File: src/rtl/pipe_hazard_ctrl_pkg.sv
// Shared types and constants for the pipeline hazard controller.
// State encodings, the state range macro and the default trap vector live here.
`ifndef PIPE_HAZARD_CTRL_PKG_SV
`define PIPE_HAZARD_CTRL_PKG_SV

`define PHC_STATE_RANGE 1:0

package pipe_hazard_ctrl_pkg;

    typedef enum logic [`PHC_STATE_RANGE] {
        ST_RUN           = 2'd0,
        ST_MC_WAIT       = 2'd1,
        ST_TRAP_DRAIN    = 2'd2,
        ST_TRAP_REDIRECT = 2'd3
    } state_e;

    localparam logic [31:0] TRAP_VECTOR_DEFAULT = 32'h0000_0004;

    // True when an ID source is actually read and matches the EX destination.
    function automatic logic src_hit(input logic rd, input logic [4:0] src, input logic [4:0] waddr);
        return rd && (src == waddr);
    endfunction

endpackage

`endif

File: src/rtl/pipe_hazard_ctrl_if.sv
// Datapath <-> hazard controller signal bundle.
// The datapath uses the master modport; the controller uses the slave modport.
interface pipe_hazard_ctrl_if;
    logic [4:0]  id_rs1_addr;
    logic        id_rs1_rd;
    logic [4:0]  id_rs2_addr;
    logic        id_rs2_rd;
    logic [4:0]  id2ex_reg_waddr;
    logic        id2ex_reg_wen;
    logic        id2ex_mem_rd;
    logic [31:0] id2ex_pc;
    logic        ex_ill_instr;
    logic        ex_branch_taken;
    logic [31:0] ex_branch_target;
    logic        ex_mc_start;
    logic        ex_mc_done;
    logic        mem_stall;
    logic        if_stall;
    logic        if_flush;
    logic        id_flush;
    logic        ex_stall;
    logic        ex_flush;
    logic        pc_redirect;
    logic [31:0] pc_target;
    logic [31:0] trap_pc;
    logic        trap_active;
    logic [31:0] perf_stall_cnt;
    logic [31:0] perf_flush_cnt;
    logic [31:0] perf_trap_cnt;

    modport master (
        output id_rs1_addr, id_rs1_rd, id_rs2_addr, id_rs2_rd,
               id2ex_reg_waddr, id2ex_reg_wen, id2ex_mem_rd, id2ex_pc,
               ex_ill_instr, ex_branch_taken, ex_branch_target,
               ex_mc_start, ex_mc_done, mem_stall,
        input  if_stall, if_flush, id_flush, ex_stall, ex_flush,
               pc_redirect, pc_target, trap_pc, trap_active,
               perf_stall_cnt, perf_flush_cnt, perf_trap_cnt
    );

    modport slave (
        input  id_rs1_addr, id_rs1_rd, id_rs2_addr, id_rs2_rd,
               id2ex_reg_waddr, id2ex_reg_wen, id2ex_mem_rd, id2ex_pc,
               ex_ill_instr, ex_branch_taken, ex_branch_target,
               ex_mc_start, ex_mc_done, mem_stall,
        output if_stall, if_flush, id_flush, ex_stall, ex_flush,
               pc_redirect, pc_target, trap_pc, trap_active,
               perf_stall_cnt, perf_flush_cnt, perf_trap_cnt
    );
endinterface

File: src/rtl/pipe_hazard_ctrl_perf_cnt.sv
// hazard_perf_cnt: three free-running event counters (stall, flush, trap), wrapping at 2^32.
// Only instantiated when CORE_HAZARD_PERF_EN is defined.
module hazard_perf_cnt (
    input  logic        clk,
    input  logic        rst,
    input  logic        stall_evt,
    input  logic        flush_evt,
    input  logic        trap_evt,
    output logic [31:0] stall_cnt,
    output logic [31:0] flush_cnt,
    output logic [31:0] trap_cnt
);
    logic [2:0] evt;
    assign evt = {trap_evt, flush_evt, stall_evt};

    for (genvar gi = 0; gi < 3; gi++) begin : g_cnt
        logic [31:0] cnt_reg;
        always_ff @(posedge clk) begin
            if (rst)
                cnt_reg <= '0;
            else if (evt[gi])
                cnt_reg <= cnt_reg + 32'd1;
        end
    end

    assign stall_cnt = g_cnt[0].cnt_reg;
    assign flush_cnt = g_cnt[1].cnt_reg;
    assign trap_cnt  = g_cnt[2].cnt_reg;
endmodule

File: src/rtl/pipe_hazard_ctrl.sv
// Pipeline hazard controller: load-use stalls, branch flushes, multi-cycle waits, trap entry.
// Performance counters exist only when CORE_HAZARD_PERF_EN is defined; otherwise the perf ports read 0.
module pipe_hazard_ctrl
    import pipe_hazard_ctrl_pkg::*;
#(
    parameter logic [31:0] TRAP_VECTOR  = TRAP_VECTOR_DEFAULT,
    parameter int unsigned DRAIN_CYCLES = 2
) (
    input  logic               clk,
    input  logic               rst,
    pipe_hazard_ctrl_if.slave  bus
);
    localparam logic [2:0] DRAIN_INIT = 3'(DRAIN_CYCLES - 1);

    state_e      state_reg, state_next;
    logic [2:0]  drain_reg, drain_next;
    logic [31:0] trap_pc_reg, trap_pc_next;
    logic        trap_enter;
    logic        load_use;
    logic        if_stall, if_flush, id_flush, ex_stall, ex_flush, pc_redirect;
    logic [31:0] pc_target;

    assign load_use = bus.id2ex_mem_rd && bus.id2ex_reg_wen && (bus.id2ex_reg_waddr != 5'd0) &&
                      (src_hit(bus.id_rs1_rd, bus.id_rs1_addr, bus.id2ex_reg_waddr) ||
                       src_hit(bus.id_rs2_rd, bus.id_rs2_addr, bus.id2ex_reg_waddr));

    always_comb begin
        state_next   = state_reg;
        drain_next   = drain_reg;
        trap_pc_next = trap_pc_reg;
        trap_enter   = 1'b0;
        if_stall     = 1'b0;
        if_flush     = 1'b0;
        id_flush     = 1'b0;
        ex_stall     = 1'b0;
        ex_flush     = 1'b0;
        pc_redirect  = 1'b0;
        pc_target    = '0;
        if (rst) begin
            state_next = ST_RUN;
        end else if (bus.mem_stall) begin
            // Hold everything; branch/trap decisions are taken once memory is ready.
            if_stall = 1'b1;
            ex_stall = 1'b1;
        end else begin
            unique case (state_reg)
                ST_RUN: begin
                    if (bus.ex_ill_instr) begin
                        if_flush     = 1'b1;
                        id_flush     = 1'b1;
                        ex_flush     = 1'b1;
                        trap_pc_next = bus.id2ex_pc;
                        drain_next   = DRAIN_INIT;
                        trap_enter   = 1'b1;
                        state_next   = ST_TRAP_DRAIN;
                    end else if (bus.ex_branch_taken) begin
                        pc_redirect = 1'b1;
                        pc_target   = bus.ex_branch_target;
                        if_flush    = 1'b1;
                        id_flush    = 1'b1;
                    end else if (bus.ex_mc_start) begin
                        state_next = ST_MC_WAIT;
                    end else if (load_use) begin
                        if_stall = 1'b1;
                        id_flush = 1'b1;
                    end
                end
                ST_MC_WAIT: begin
                    if (bus.ex_mc_done) begin
                        state_next = ST_RUN;
                    end else begin
                        if_stall = 1'b1;
                        ex_stall = 1'b1;
                    end
                end
                ST_TRAP_DRAIN: begin
                    if_flush = 1'b1;
                    id_flush = 1'b1;
                    ex_flush = 1'b1;
                    if (drain_reg == 3'd0)
                        state_next = ST_TRAP_REDIRECT;
                    else
                        drain_next = drain_reg - 3'd1;
                end
                ST_TRAP_REDIRECT: begin
                    pc_redirect = 1'b1;
                    pc_target   = TRAP_VECTOR;
                    if_flush    = 1'b1;
                    state_next  = ST_RUN;
                end
                default: state_next = ST_RUN;
            endcase
        end
    end

    always_ff @(posedge clk) begin
        if (rst) begin
            state_reg   <= ST_RUN;
            drain_reg   <= '0;
            trap_pc_reg <= '0;
        end else begin
            state_reg   <= state_next;
            drain_reg   <= drain_next;
            trap_pc_reg <= trap_pc_next;
        end
    end

    assign bus.if_stall    = if_stall;
    assign bus.if_flush    = if_flush;
    assign bus.id_flush    = id_flush;
    assign bus.ex_stall    = ex_stall;
    assign bus.ex_flush    = ex_flush;
    assign bus.pc_redirect = pc_redirect;
    assign bus.pc_target   = pc_target;
    assign bus.trap_pc     = rst ? '0 : trap_pc_reg;
    assign bus.trap_active = !rst && ((state_reg == ST_TRAP_DRAIN) || (state_reg == ST_TRAP_REDIRECT));

`ifdef CORE_HAZARD_PERF_EN
    logic [31:0] stall_cnt, flush_cnt, trap_cnt;

    hazard_perf_cnt u_perf (
        .clk       (clk),
        .rst       (rst),
        .stall_evt (if_stall),
        .flush_evt (if_flush),
        .trap_evt  (trap_enter),
        .stall_cnt (stall_cnt),
        .flush_cnt (flush_cnt),
        .trap_cnt  (trap_cnt)
    );

    assign bus.perf_stall_cnt = rst ? '0 : stall_cnt;
    assign bus.perf_flush_cnt = rst ? '0 : flush_cnt;
    assign bus.perf_trap_cnt  = rst ? '0 : trap_cnt;
`else
    assign bus.perf_stall_cnt = '0;
    assign bus.perf_flush_cnt = '0;
    assign bus.perf_trap_cnt  = '0;
`endif
endmodule

File: src/flat_wrapper.sv
// flat-port wrapper written by rule: the top's interface ports become plain ports
module pipe_hazard_ctrl_flat import pipe_hazard_ctrl_pkg::*;
#(
    parameter logic [31:0] TRAP_VECTOR  = TRAP_VECTOR_DEFAULT,
    parameter int unsigned DRAIN_CYCLES = 2
)
  (clk, rst, bus_id_rs1_addr, bus_id_rs1_rd, bus_id_rs2_addr, bus_id_rs2_rd, bus_id2ex_reg_waddr, bus_id2ex_reg_wen, bus_id2ex_mem_rd, bus_id2ex_pc, bus_ex_ill_instr, bus_ex_branch_taken, bus_ex_branch_target, bus_ex_mc_start, bus_ex_mc_done, bus_mem_stall, bus_if_stall, bus_if_flush, bus_id_flush, bus_ex_stall, bus_ex_flush, bus_pc_redirect, bus_pc_target, bus_trap_pc, bus_trap_active, bus_perf_stall_cnt, bus_perf_flush_cnt, bus_perf_trap_cnt);
  pipe_hazard_ctrl_if bus_i ();
  input  logic clk;
  input  logic rst;
  input wire logic [$bits(bus_i.id_rs1_addr)-1:0] bus_id_rs1_addr;
  input wire logic [$bits(bus_i.id_rs1_rd)-1:0] bus_id_rs1_rd;
  input wire logic [$bits(bus_i.id_rs2_addr)-1:0] bus_id_rs2_addr;
  input wire logic [$bits(bus_i.id_rs2_rd)-1:0] bus_id_rs2_rd;
  input wire logic [$bits(bus_i.id2ex_reg_waddr)-1:0] bus_id2ex_reg_waddr;
  input wire logic [$bits(bus_i.id2ex_reg_wen)-1:0] bus_id2ex_reg_wen;
  input wire logic [$bits(bus_i.id2ex_mem_rd)-1:0] bus_id2ex_mem_rd;
  input wire logic [$bits(bus_i.id2ex_pc)-1:0] bus_id2ex_pc;
  input wire logic [$bits(bus_i.ex_ill_instr)-1:0] bus_ex_ill_instr;
  input wire logic [$bits(bus_i.ex_branch_taken)-1:0] bus_ex_branch_taken;
  input wire logic [$bits(bus_i.ex_branch_target)-1:0] bus_ex_branch_target;
  input wire logic [$bits(bus_i.ex_mc_start)-1:0] bus_ex_mc_start;
  input wire logic [$bits(bus_i.ex_mc_done)-1:0] bus_ex_mc_done;
  input wire logic [$bits(bus_i.mem_stall)-1:0] bus_mem_stall;
  output wire logic [$bits(bus_i.if_stall)-1:0] bus_if_stall;
  output wire logic [$bits(bus_i.if_flush)-1:0] bus_if_flush;
  output wire logic [$bits(bus_i.id_flush)-1:0] bus_id_flush;
  output wire logic [$bits(bus_i.ex_stall)-1:0] bus_ex_stall;
  output wire logic [$bits(bus_i.ex_flush)-1:0] bus_ex_flush;
  output wire logic [$bits(bus_i.pc_redirect)-1:0] bus_pc_redirect;
  output wire logic [$bits(bus_i.pc_target)-1:0] bus_pc_target;
  output wire logic [$bits(bus_i.trap_pc)-1:0] bus_trap_pc;
  output wire logic [$bits(bus_i.trap_active)-1:0] bus_trap_active;
  output wire logic [$bits(bus_i.perf_stall_cnt)-1:0] bus_perf_stall_cnt;
  output wire logic [$bits(bus_i.perf_flush_cnt)-1:0] bus_perf_flush_cnt;
  output wire logic [$bits(bus_i.perf_trap_cnt)-1:0] bus_perf_trap_cnt;
  assign bus_i.id_rs1_addr = bus_id_rs1_addr;
  assign bus_i.id_rs1_rd = bus_id_rs1_rd;
  assign bus_i.id_rs2_addr = bus_id_rs2_addr;
  assign bus_i.id_rs2_rd = bus_id_rs2_rd;
  assign bus_i.id2ex_reg_waddr = bus_id2ex_reg_waddr;
  assign bus_i.id2ex_reg_wen = bus_id2ex_reg_wen;
  assign bus_i.id2ex_mem_rd = bus_id2ex_mem_rd;
  assign bus_i.id2ex_pc = bus_id2ex_pc;
  assign bus_i.ex_ill_instr = bus_ex_ill_instr;
  assign bus_i.ex_branch_taken = bus_ex_branch_taken;
  assign bus_i.ex_branch_target = bus_ex_branch_target;
  assign bus_i.ex_mc_start = bus_ex_mc_start;
  assign bus_i.ex_mc_done = bus_ex_mc_done;
  assign bus_i.mem_stall = bus_mem_stall;
  assign bus_if_stall = bus_i.if_stall;
  assign bus_if_flush = bus_i.if_flush;
  assign bus_id_flush = bus_i.id_flush;
  assign bus_ex_stall = bus_i.ex_stall;
  assign bus_ex_flush = bus_i.ex_flush;
  assign bus_pc_redirect = bus_i.pc_redirect;
  assign bus_pc_target = bus_i.pc_target;
  assign bus_trap_pc = bus_i.trap_pc;
  assign bus_trap_active = bus_i.trap_active;
  assign bus_perf_stall_cnt = bus_i.perf_stall_cnt;
  assign bus_perf_flush_cnt = bus_i.perf_flush_cnt;
  assign bus_perf_trap_cnt = bus_i.perf_trap_cnt;
  pipe_hazard_ctrl #(.TRAP_VECTOR(TRAP_VECTOR), .DRAIN_CYCLES(DRAIN_CYCLES)) u_core (.clk(clk), .rst(rst), .bus(bus_i));
endmodule
File: config.mk
export PLATFORM = sky130hd
export DESIGN_NAME = pipe_hazard_ctrl_flat
export DESIGN_NICKNAME = d
export VERILOG_FILES = /design/src/rtl/pipe_hazard_ctrl_pkg.sv /design/src/rtl/pipe_hazard_ctrl_if.sv /design/src/rtl/pipe_hazard_ctrl_perf_cnt.sv /design/src/rtl/pipe_hazard_ctrl.sv /design/src/flat_wrapper.sv
export SDC_FILE = /design/constraint.sdc
export NUM_CORES = 1
export LEC_CHECK = 0
export ABC_AREA = 1
export BUFFER_PORTS_ARGS = -buffer_cell sky130_fd_sc_hd__buf_2
export CAP_MARGIN = 20
export CORE_ASPECT_RATIO = 0.7
export CORE_MARGIN = 5
export CORE_UTILIZATION = 40
export CTS_BUF_LIST = sky130_fd_sc_hd__clkbuf_4
export DETAILED_ROUTE_END_ITERATION = 8
export GPL_TIMING_DRIVEN = 0
export PLACE_DENSITY = 0.83
export REMOVE_ABC_BUFFERS = 1
export SLEW_MARGIN = 0
export SYNTH_ARGS = -nofsm -noshare
export SYNTH_HDL_FRONTEND = slang
export SYNTH_HIERARCHICAL = 1
export SYNTH_SLANG_ARGS = --single-unit
File: constraint.sdc
create_clock -name clk -period 1.9 [get_ports clk]
set_clock_uncertainty 0.2 [all_clocks]
set_input_delay 0.285 -clock clk [delete_from_list [all_inputs] [get_ports clk]]
set_output_delay 0.285 -clock clk [all_outputs]
set_load 0.02 [all_outputs]
==> run_results.csv <==
group,metric,value,unit
placement,placed_area,0.003590,mm^2
setup_path,worst-path-buf-inv,3,
floorplanning,start_util,41.77,%
global_route,met2_usage,34.61,%
run_status,violations,"negative setup slack",
setup_path,critPathCaptureType,"output port",
route,vias_per_cell,4.468,
cts,cts_made_buffers,5,
timing,drv_slew,0,
cts,clk_latency,0.33,ns
min_path,hp-class,"primary input to flip-flop",
placement,hpwl,6514,um
finish,drive_gt1_share,42.09,%
finish,nets,708,
finish,nFillCells,651,
route,routedWlPerCell,13.98,um
setup_path,cp_slowest_cell,"dfxtp_2",
timing,max_freq,0.4354,GHz
global_route,grt-busiest-layer,"met2",
cts,cts_max_path_buffers,2,
cts,cts.reportedPaths.clkPinSlew,0.13,ns
global_route,grt_max_degree,41,
cts,root_buffer,"clkbuf_4",
synth,synth_area_per_cell,7.072,um^2
setup_path,required,1.41,ns
run_status,status,"finished, violations left",
synth,synth.top_cell.area_share,23.80,%
finish,final_cell_area,0.004287,mm^2
run,maxCapViolCount,0,
synth,netlist_instances,440,
floorplanning,core,0.007450,mm^2
global_route,grt_antenna_before_repair,0,
floorplanning,io_pins,257,
setup_path,worstSetupStartpointType,"flip-flop",
timing,finalWorstSetupSlack,-0.3970,ns
global_route,met3_usage,2.609,%
floorplanning,rows,26,
setup_path,slowest_delay,0.35,ns
timing,finalHoldViolCount,0,
global_route,grt_util_all_layers,18.04,%
placement,portBuffers,160,
cts,cts-htree-levels,2,
synth,synth_top_area_cell,"dfxtp_1",
synth,synth-main-ff-cell,"dfxtp_1",
synth,syn_area,0.003112,mm^2
synth,synth_edf_count,0,
cts,cts_tree,"done",
floorplanning,die_y,83.80,um
timing,period_needed,2.297,ns
placement,post-place-ws,-0.9497,ns
pwr,powerDensity,574.7,mW/mm^2
route,drc,0,
finish,area_delta_synth_final,37.76,%
floorplanning,die_w,115.4,um
timing,timing.final.crit_share,120.9,%
floorplanning,dieArea,0.009672,mm^2
synth,ys_warn_count,6,
pwr,power_leakage,2.228,nW
setup_path,cpLargestDelayFamily,"buffers and inverters",
global_route,grt-ovfl-total,0,
synth,yosys-top-cells-area,"dfxtp_1, buf_4, nor3b_2",
finish,num_antenna_cells,0,
pwr,ir_drop,0.0003187,V
setup_path,critPathArrivalTime,1.81,ns
synth,seq_area_frac_synth,23.80,%
route,drt-total-wl,9939,um
setup_path,critical_path_class,"flip-flop to output port",
global_route,grt_pass1_vias,3075,
finish,fin_util,57.54,%
route,ant_nets,0,
timing,tightest_slew,0.7166,ns
placement,gp_congestion,0.8083,
route,drt_iter0_markers,140,
global_route,grt_pass1_wl,14600,um
route,vias,3177,
global_route,gr-usage-met1,20.31,%
cts,clock_sinks,37,
finish,largest_register_ffs,32,
timing,relSlewSlack,51.97,%
timing,setup_viol,38,
synth,ys_types,27,
route,dr.pass1.iters,4,
synth,synth-async-reset-ratio,0,%
setup_path,cp_max_fo,8,
synth,ys_seq_elements,37,
timing,rsz0062_at_grt,"true",
setup_path,cp_cell_sequence,"inv_2 -> ha_4 -> or2_4 -> buf_16 -> a21oi_4 -> o21a_1 -> buf_6",
timing,hold_slack,0.01978,ns
==> metrics by stage <==
stage	instances	setup TNS, ns	total power [mW]
after floorplan	418	-38.38	1.447
after global placement	676	-55.55	1.657
after detailed placement	677	-46.52	1.701
after CTS	707	-10.72	2.350
after global routing	711	-13.84	2.617
final	711	-11.03	2.463
==> cell type report <==
class	instances	area, um^2	area share [%]
Multi-Input combinational cell	323	1928	44.98
Timing Repair Buffer	181	1186	27.67
Clock buffer	5	37.54	0.8757
Inverter	63	242.7	5.663
Sequential cell	37	743.2	17.34
Tap cell	98	122.6	2.860
Timing Repair inverter	1	5.005	0.1168
Clock inverter	3	21.27	0.4962
==> per-layer routing <==
layer	wire length, um	share of wire [%]	vias to the layer above
met5	0	0	-
met4	78	0.78	0
met1	3644	37	1486
met3	795	8.0	6
met2	5421	55	143
li1	-	-	1542
==> what timing repair did <==
action	in CTS	in global routing
gates resized for setup	75	43
setup endpoints to repair	73	48
cloned	5	2
hold buffers	2	1
pin swaps	12	7
hold endpoints to repair	2	1
buffers inserted	15	2
==> power by group <==
part | internal [mW] | total (mW) | switching, mW
clock | 0.147 | 0.428 | 0.281
sequential | 0.851 | 0.874 | 0.0224
combinational | 0.422 | 1.16 | 0.741
==> worst reg2reg max path: stages, from the launching register on <==
cell and delay, ns:
dfxtp_2 0.36, inv_2 0.05, ha_4 0.19, buf_6 0.12, buf_8 0.13, buf_12 0.14, nand2_2 0.07, nor2_1 0.04
nor2_1 0.12, nand3_2 0.14, o21ai_2 0.16, a21oi_1 0.06
==> final timing paths <==
check	start	to	slack, ns	cells past startpoint
setup / recovery	u_core/state_reg[1]$_SDFFE_PP0P_	bus_pc_target[2]	-0.40	7
hold / removal	bus_id2ex_pc[10]	u_core/trap_pc_reg[10]$_SDFFE_PP0P_	0.02	3
setup reg to reg	u_core/state_reg[0]$_SDFFE_PP0P_	u_core/state_reg[1]$_SDFFE_PP0P_	0.01	11
hold reg to reg	u_core/trap_pc_reg[1]$_SDFFE_PP0P_	u_core/trap_pc_reg[1]$_SDFFE_PP0P_	0.27	2
==> layout by cell type (no fill, tap or decap), types with 3 or more instances in the layout <==
master,n
nor3b_2,26
ha_4,3
buf_4,41
inv_2,5
buf_6,10
nand3_4,6
dfxtp_1,35
nand2_2,3
o21ai_1,5
clkbuf_4,5
a21oi_1,37
buf_12,3
nand2_1,36
o21ai_2,4
nor2_1,46
nor3b_4,4
nand3_1,4
o21ai_0,30
conb_1,96
inv_1,56
buf_2,121
nand3_2,4
dlygate4sd3_1,3
==> logic make-up (layout without fill, tap and decap cells) <==
kind of cell	count (synthesis)	count (layout)	share of synthesized area, %
and+or+nand+nor	132	137	25.25
other	1	96	0.1205
AOI/OAI and AO/OA	83	83	13.71
adders and majority gates	6	6	2.412
xor gates and xnor gates	1	1	0.2815
DFF	37	37	23.80
buffers and inverters	180	253	34.42
==> synthesized netlist by cell type, types with 2 or more instances <==
| library cell | count |
|---|---|
| buf_2 | 4 |
| a21oi_1 | 39 |
| nor2_1 | 47 |
| clkbuf_1 | 13 |
| nor3b_2 | 30 |
| buf_4 | 96 |
| dfxtp_1 | 37 |
| nand4_1 | 2 |
| nand2_1 | 41 |
| buf_6 | 4 |
| o21ai_0 | 39 |
| inv_1 | 61 |
| nand3_1 | 8 |
| ha_1 | 6 |
No activity file was read; power rests on OpenSTA's default activity.
